===== config.mk =====
export PLATFORM = sky130hd
export DESIGN_NAME = btn_debounce
export DESIGN_NICKNAME = d
export VERILOG_FILES = /design/src/rtl/btn_debounce.sv
export SDC_FILE = /design/constraint.sdc
export NUM_CORES = 1
export LEC_CHECK = 0
export ABC_AREA = 0
export ABC_CLOCK_PERIOD_IN_PS = 3000
export CAP_MARGIN = 10
export CELL_PAD_IN_SITES_DETAIL_PLACEMENT = 1
export CELL_PAD_IN_SITES_GLOBAL_PLACEMENT = 1
export CORE_MARGIN = 4
export CORE_UTILIZATION = 30
export CTS_CLUSTER_DIAMETER = 30
export DETAILED_ROUTE_END_ITERATION = 7
export HOLD_SLACK_MARGIN = 0.03
export PLACE_DENSITY = 0.51
export SETUP_SLACK_MARGIN = 0.2
export SLEW_MARGIN = 20
export SYNTH_ARGS = -nofsm -noshare
export SYNTH_HDL_FRONTEND = slang
export SYNTH_SLANG_ARGS = --single-unit

===== constraint.sdc =====
create_clock -name clk_25mhz -period 3 [get_ports clk_25mhz]
set_clock_uncertainty 0.1 [all_clocks]
set_input_delay 0.45 -clock clk_25mhz [delete_from_list [all_inputs] [get_ports clk_25mhz]]
set_output_delay 0.45 -clock clk_25mhz [all_outputs]
set_load 0.05 [all_outputs]

===== src/rtl/btn_debounce.sv =====
// Push-button conditioner: 2-flop synchroniser, debounce counter and press/hold FSM.
// Define BTN_AUTOREPEAT_EN to build the auto-repeat timer in the LONG state.
module btn_debounce #(
  parameter int unsigned DEB_CYCLES    = 250_000,
  parameter int unsigned LONG_CYCLES   = 25_000_000,
  parameter int unsigned REPEAT_CYCLES = 5_000_000,
  parameter bit          ACTIVE_LOW    = 1'b0
) (
  input  logic clk_25mhz,
  input  logic rst_n_i,
  input  logic btn_i,
  output logic btn_level_o,
  output logic press_o,
  output logic release_o,
  output logic long_o,
  output logic repeat_o
);

  localparam int unsigned DEB_W     = $clog2(DEB_CYCLES);
  // The hold counter doubles as the repeat timer, so it must span both periods.
  localparam int unsigned HOLD_SPAN = (REPEAT_CYCLES > LONG_CYCLES) ? REPEAT_CYCLES : LONG_CYCLES;
  localparam int unsigned HOLD_W    = $clog2(HOLD_SPAN);

  localparam logic [DEB_W-1:0]  DEB_LAST = DEB_W'(DEB_CYCLES - 32'd1);
  localparam logic [DEB_W-1:0]  DEB_ONE  = DEB_W'(1'b1);
  localparam logic [DEB_W-1:0]  DEB_ZERO = {DEB_W{1'b0}};
  localparam logic [HOLD_W-1:0] LONG_PRE = HOLD_W'(LONG_CYCLES - 32'd2);
  localparam logic [HOLD_W-1:0] HOLD_MAX = {HOLD_W{1'b1}};
  localparam logic [HOLD_W-1:0] HOLD_ONE = HOLD_W'(1'b1);
  localparam logic [HOLD_W-1:0] HOLD_ZERO = {HOLD_W{1'b0}};
`ifdef BTN_AUTOREPEAT_EN
  localparam logic [HOLD_W-1:0] REP_LAST = HOLD_W'(REPEAT_CYCLES - 32'd1);
`endif

  typedef enum logic [1:0] {
    ST_IDLE = 2'd0,
    ST_HELD = 2'd1,
    ST_LONG = 2'd2
  } state_t;

  logic              pin_s;
  logic              sync_meta_r;
  logic              sync_r;
  logic              sync_s;
  logic [DEB_W-1:0]  deb_cnt_r;
  logic [DEB_W-1:0]  deb_cnt_nxt_s;
  logic              level_r;
  logic              level_nxt_s;
  logic              flip_s;
  logic              rise_s;
  logic              fall_s;
  logic              press_r;
  logic              release_r;
  state_t            state_r;
  state_t            state_nxt_s;
  logic [HOLD_W-1:0] hold_r;
  logic [HOLD_W-1:0] hold_nxt_s;
  logic              long_r;
  logic              long_nxt_s;
`ifdef BTN_AUTOREPEAT_EN
  logic              repeat_r;
  logic              repeat_nxt_s;
`endif

  assign pin_s  = btn_i ^ ACTIVE_LOW;
  assign sync_s = sync_r;

  // Two-flop synchroniser on the polarity-corrected pin.
  always_ff @(posedge clk_25mhz or negedge rst_n_i) begin
    if (!rst_n_i) begin
      sync_meta_r <= 1'b0;
      sync_r      <= 1'b0;
    end else begin
      sync_meta_r <= pin_s;
      sync_r      <= sync_meta_r;
    end
  end

  // Debounce: count cycles of disagreement, flip the level after DEB_CYCLES of them.
  always_comb begin
    deb_cnt_nxt_s = deb_cnt_r;
    level_nxt_s   = level_r;
    flip_s        = 1'b0;
    if (sync_s == level_r) begin
      deb_cnt_nxt_s = DEB_ZERO;
    end else if (deb_cnt_r == DEB_LAST) begin
      flip_s        = 1'b1;
      level_nxt_s   = ~level_r;
      deb_cnt_nxt_s = DEB_ZERO;
    end else begin
      deb_cnt_nxt_s = deb_cnt_r + DEB_ONE;
    end
  end

  assign rise_s = flip_s & ~level_r;
  assign fall_s = flip_s & level_r;

  // Debounced level and its edge pulses, registered on the flip edge itself.
  always_ff @(posedge clk_25mhz or negedge rst_n_i) begin
    if (!rst_n_i) begin
      deb_cnt_r <= DEB_ZERO;
      level_r   <= 1'b0;
      press_r   <= 1'b0;
      release_r <= 1'b0;
    end else begin
      deb_cnt_r <= deb_cnt_nxt_s;
      level_r   <= level_nxt_s;
      press_r   <= rise_s;
      release_r <= fall_s;
    end
  end

  // Press/hold FSM next state; a release edge always wins over long/repeat events.
  always_comb begin
    state_nxt_s  = state_r;
    hold_nxt_s   = hold_r;
    long_nxt_s   = 1'b0;
`ifdef BTN_AUTOREPEAT_EN
    repeat_nxt_s = 1'b0;
`endif
    case (state_r)
      ST_IDLE: begin
        hold_nxt_s = HOLD_ZERO;
        if (rise_s) begin
          state_nxt_s = ST_HELD;
        end else begin
          state_nxt_s = ST_IDLE;
        end
      end
      ST_HELD: begin
        if (fall_s) begin
          state_nxt_s = ST_IDLE;
          hold_nxt_s  = HOLD_ZERO;
        end else if (hold_r == LONG_PRE) begin
          state_nxt_s = ST_LONG;
          long_nxt_s  = 1'b1;
          hold_nxt_s  = HOLD_ZERO;
        end else if (hold_r != HOLD_MAX) begin
          hold_nxt_s  = hold_r + HOLD_ONE;
        end else begin
          hold_nxt_s  = hold_r;
        end
      end
      ST_LONG: begin
        if (fall_s) begin
          state_nxt_s = ST_IDLE;
          hold_nxt_s  = HOLD_ZERO;
        end else begin
`ifdef BTN_AUTOREPEAT_EN
          if (hold_r == REP_LAST) begin
            repeat_nxt_s = 1'b1;
            hold_nxt_s   = HOLD_ZERO;
          end else begin
            hold_nxt_s   = hold_r + HOLD_ONE;
          end
`else
          hold_nxt_s = HOLD_ZERO;
`endif
        end
      end
      default: begin
        state_nxt_s = ST_IDLE;
        hold_nxt_s  = HOLD_ZERO;
      end
    endcase
  end

  // FSM state, hold/repeat counter and long-press pulse.
  always_ff @(posedge clk_25mhz or negedge rst_n_i) begin
    if (!rst_n_i) begin
      state_r <= ST_IDLE;
      hold_r  <= HOLD_ZERO;
      long_r  <= 1'b0;
    end else begin
      state_r <= state_nxt_s;
      hold_r  <= hold_nxt_s;
      long_r  <= long_nxt_s;
    end
  end

`ifdef BTN_AUTOREPEAT_EN
  // Auto-repeat pulse register.
  always_ff @(posedge clk_25mhz or negedge rst_n_i) begin
    if (!rst_n_i) begin
      repeat_r <= 1'b0;
    end else begin
      repeat_r <= repeat_nxt_s;
    end
  end

  assign repeat_o = repeat_r;
`else
  assign repeat_o = 1'b0;
`endif

  assign btn_level_o = level_r;
  assign press_o     = press_r;
  assign release_o   = release_r;
  assign long_o      = long_r;

endmodule


==> key figures <==
Worst setup path
  • Worst EP required: 3090 ps
  • Crit. End Element: register
  • Critical path arrival: 2440 ps
  • Startpoint Class: register
  • Critical path type: reg2reg
  • Reg2Reg Setup Slack: roughly 650 ps
  • Critical path fanouts, max: 25

Global routing
  • Number of global-route vias before repair: 2025
  • First-pass GRT wire length: 10700 um
  • Total Routing Usage GR: 13.2%
  • Total global routing overflow: 0
  • Initial antenna violation count: 0
  • M2 GR Usage: 18.7%
  • Grt met3 use: 2.48%
  • GRT busiest layer: met1
  • Largest net degree at the start of global routing: 26
  • Met1 Use GR: 20.2%

Clock tree
  • CTS H-Tree Depth: 2
  • TritonCTS clock tree: done
  • Total CTS buffers: 5
  • Cts repair resizes: 0
  • Root buf cell: clkbuf_8
  • Clk slew on worst S/H paths: 90 ps
  • Clock Latency Late Sink: ~310 ps
  • Max Buffers Root-to-Sink: 2
  • Clock sink count: 51

Floorplanning
  • Io pins: 8
  • Die width: 101 um
  • Row count: 33
  • Initial Util: between 30% and 40%
  • Die height: 101 um
  • Die ar.: about 10000 um^2
  • Core area: 8340 um^2

Timing
  • Setup tns final: 0 ps
  • Fmax: 425 MHz
  • Final Cycle Share: 78.5%
  • Tmin final: ~2400 ps
  • Fin. Hold Viols: 0
  • Worst hold slack: 264 ps
  • Unrepaired setup endpoints after global routing: false
  • Final setup viols: 0
  • Max-slew violation count: 0

Drt
  • Via Count: 1958
  • Final wirelength: 6120 um
  • First-pass DRT Iterations: 4
  • Vias per inst: 5.13
  • DR WL/cell: 16.0 um
  • Number of DRC markers in iteration 0: a little under 70
  • DRT antenna net count: 0
  • Detailed-route DRC error count: 0

Yosys
  • Synthesized netlist cell count: 268
  • Syn avg cell area: 9.79 um^2
  • Synth warn: 0
  • Net Count, Synth: about 270
  • Mapped Area: 2620 um^2
  • Seq cells post-synth: 51
  • Share of async-settable or async-resettable flops after synthesis: 100%
  • Fraction of the yosys area taken by sequential cells: 48.7%
  • Post-synth EDFFs: 0
  • Synth cell types: 43
  • Top_reg_cell synth: dfrtp_1

Placed design
  • Post-DP HPWL: 4400 um
  • Placer congestion estimate: 0.686
  • Port Buffer Count: 6

Finish
  • Layout cell share with drive strength beyond 1: 6.86%
  • # diodes: 0
  • Post-Route Utilization: 34.4%
  • Nets: 283
  • Area Overhead vs Synth: 9.45%

Pwr
  • Peak supply drop: approximately 0.00017 V
  • Lkg Pwr: around 0.0011 uW
  • Pwr per Cell Area: 393 nW/um^2

Hold path
  • Hold Crit Class: reg2reg

Outcome
  • Result of the run: completed

Run
  • Max-cap violations: 0
[cell usage after synthesis (all sizes together) (2+ instances only)]
master,number,area (um^2)
a31oi,4,25.0
and3,9,57.6
and2,2,12.5
and4,4,35.0
buf,6,53.8
o31ai,3,22.5
inv,4,15.0
dfrtp,51,1280
ha,3,37.5
a211oi,2,15.0
nand2,11,41.3
xor2,25,219
xnor2,11,96.3
nand3,22,123
o21ai,6,30.0
nor2,49,184
or4,4,33.8
nand4,12,75.1
a21oi,5,25.0
nor4b,2,32.5
clkbuf,4,15.0
o211ai,4,30.0
nor3,6,30.0
nor4,6,37.5
or2,2,12.5
[area by class of cell]
class                   instances  area [um^2]
fillers                       960         5470
repair buffers                 12          103
multi-input cells             203         1260
well taps                     105          131
flip-flops and latches         51         1280
inverters                       4         15.0
clock buffers                   5         68.8
clock inverters                 2         13.8
[final timing paths]
check | startpoint | to | cells after the start
max reg2reg | deb_cnt_r[0] | hold_r[5] | 7
min in group asynchronous | rst_n_i | hold_r[14] | 2
max in group asynchronous | rst_n_i | deb_cnt_r[10] | 3
min reg2reg | sync_meta_r | sync_r | 0
min | sync_meta_r | sync_r | 0
max | deb_cnt_r[0] | hold_r[5] | 7
[cell families (layout without fill, tap and decap cells)]
group | after synthesis | in the layout | share of synthesized area, %
other | 1 | 1 | 0.143
buffers and inverters | 14 | 23 | 3.20
xor gates and xnor gates | 36 | 36 | 12.0
AOI/OAI and AO/OA | 27 | 27 | 6.58
and+or+nand+nor | 135 | 135 | 27.5
muxes | 1 | 1 | 0.429
DFF | 51 | 51 | 48.7
adders and majority gates | 3 | 3 | 1.43
[power by group]
group	internal, uW	switching (uW)	leakage [uW]
Combinational	8.80	24.1	0.000371
Sequential	691	4.87	0.000706
Clock	160	240	0.0000440
[critical path, cell delays in order, from the launching register on]
cell     delay [ps]
dfrtp_1         400
ha_1            200
nand3_1         160
or4_4           550
nor4b_4         290
or3b_1          160
buf_4           270
nor2_1           90
[layer usage]
metal / vias to the layer above / routed length [um]
met5: - / 0
met4: 0 / 86
met3: 6 / 108
met2: 13 / 2560
met1: 979 / 3360
li1: 960 / -
[state kept, by name, summed over array words and instances, names as in the netlist]
| name | cells |
|---|---|
| btn_level_o | 1 |
| deb_cnt_r | 18 |
| hold_r | 25 |
| long_o | 1 |
| press_o | 1 |
| release_o | 1 |
| state_r | 2 |
| sync_meta_r | 1 |
| sync_r | 1 |
[layout by cell type (no fill, tap or decap), types with 2 or more instances in the layout]
cell type	count
dfrtp_1	51
nor2_1	49
xor2_1	25
nand3_1	21
nand4_1	12
nand2_1	11
xnor2_1	11
and3_1	8
nor4_1	6
nor3_1	6
o21ai_0	6
a21oi_1	5
clkbuf_8	5
clkdlybuf4s50_1	5
buf_4	5
inv_1	4
and4_1	4
a31oi_1	4
o211ai_1	4
o31ai_1	3
or4_1	3
ha_1	3
and2_1	2
a211oi_1	2
[what timing repair did]
| action | 4_1_cts | 5_1_grt |
|---|---|---|
| setup buffers | 0 | 0 |
| hold buffers | 1 | 0 |
| endpoints found under the hold margin | 16 | 0 |
[per-stage QoR]
| stage | cell area, um^2 | setup WS (ps) | total power (uW) | std cells |
|---|---|---|---|---|
| floorplan | 2620 | 869 | 721 | 268 |
| global placement | 2780 | 696 | 744 | 374 |
| detailed placement | 2780 | 608 | 744 | 374 |
| CTS | 2870 | 590 | 1160 | 382 |
| global route | 2870 | 408 | 1180 | 382 |
| finish | 2870 | 646 | 1130 | 382 |
Note: power is estimated with default switching activity, not from simulation.
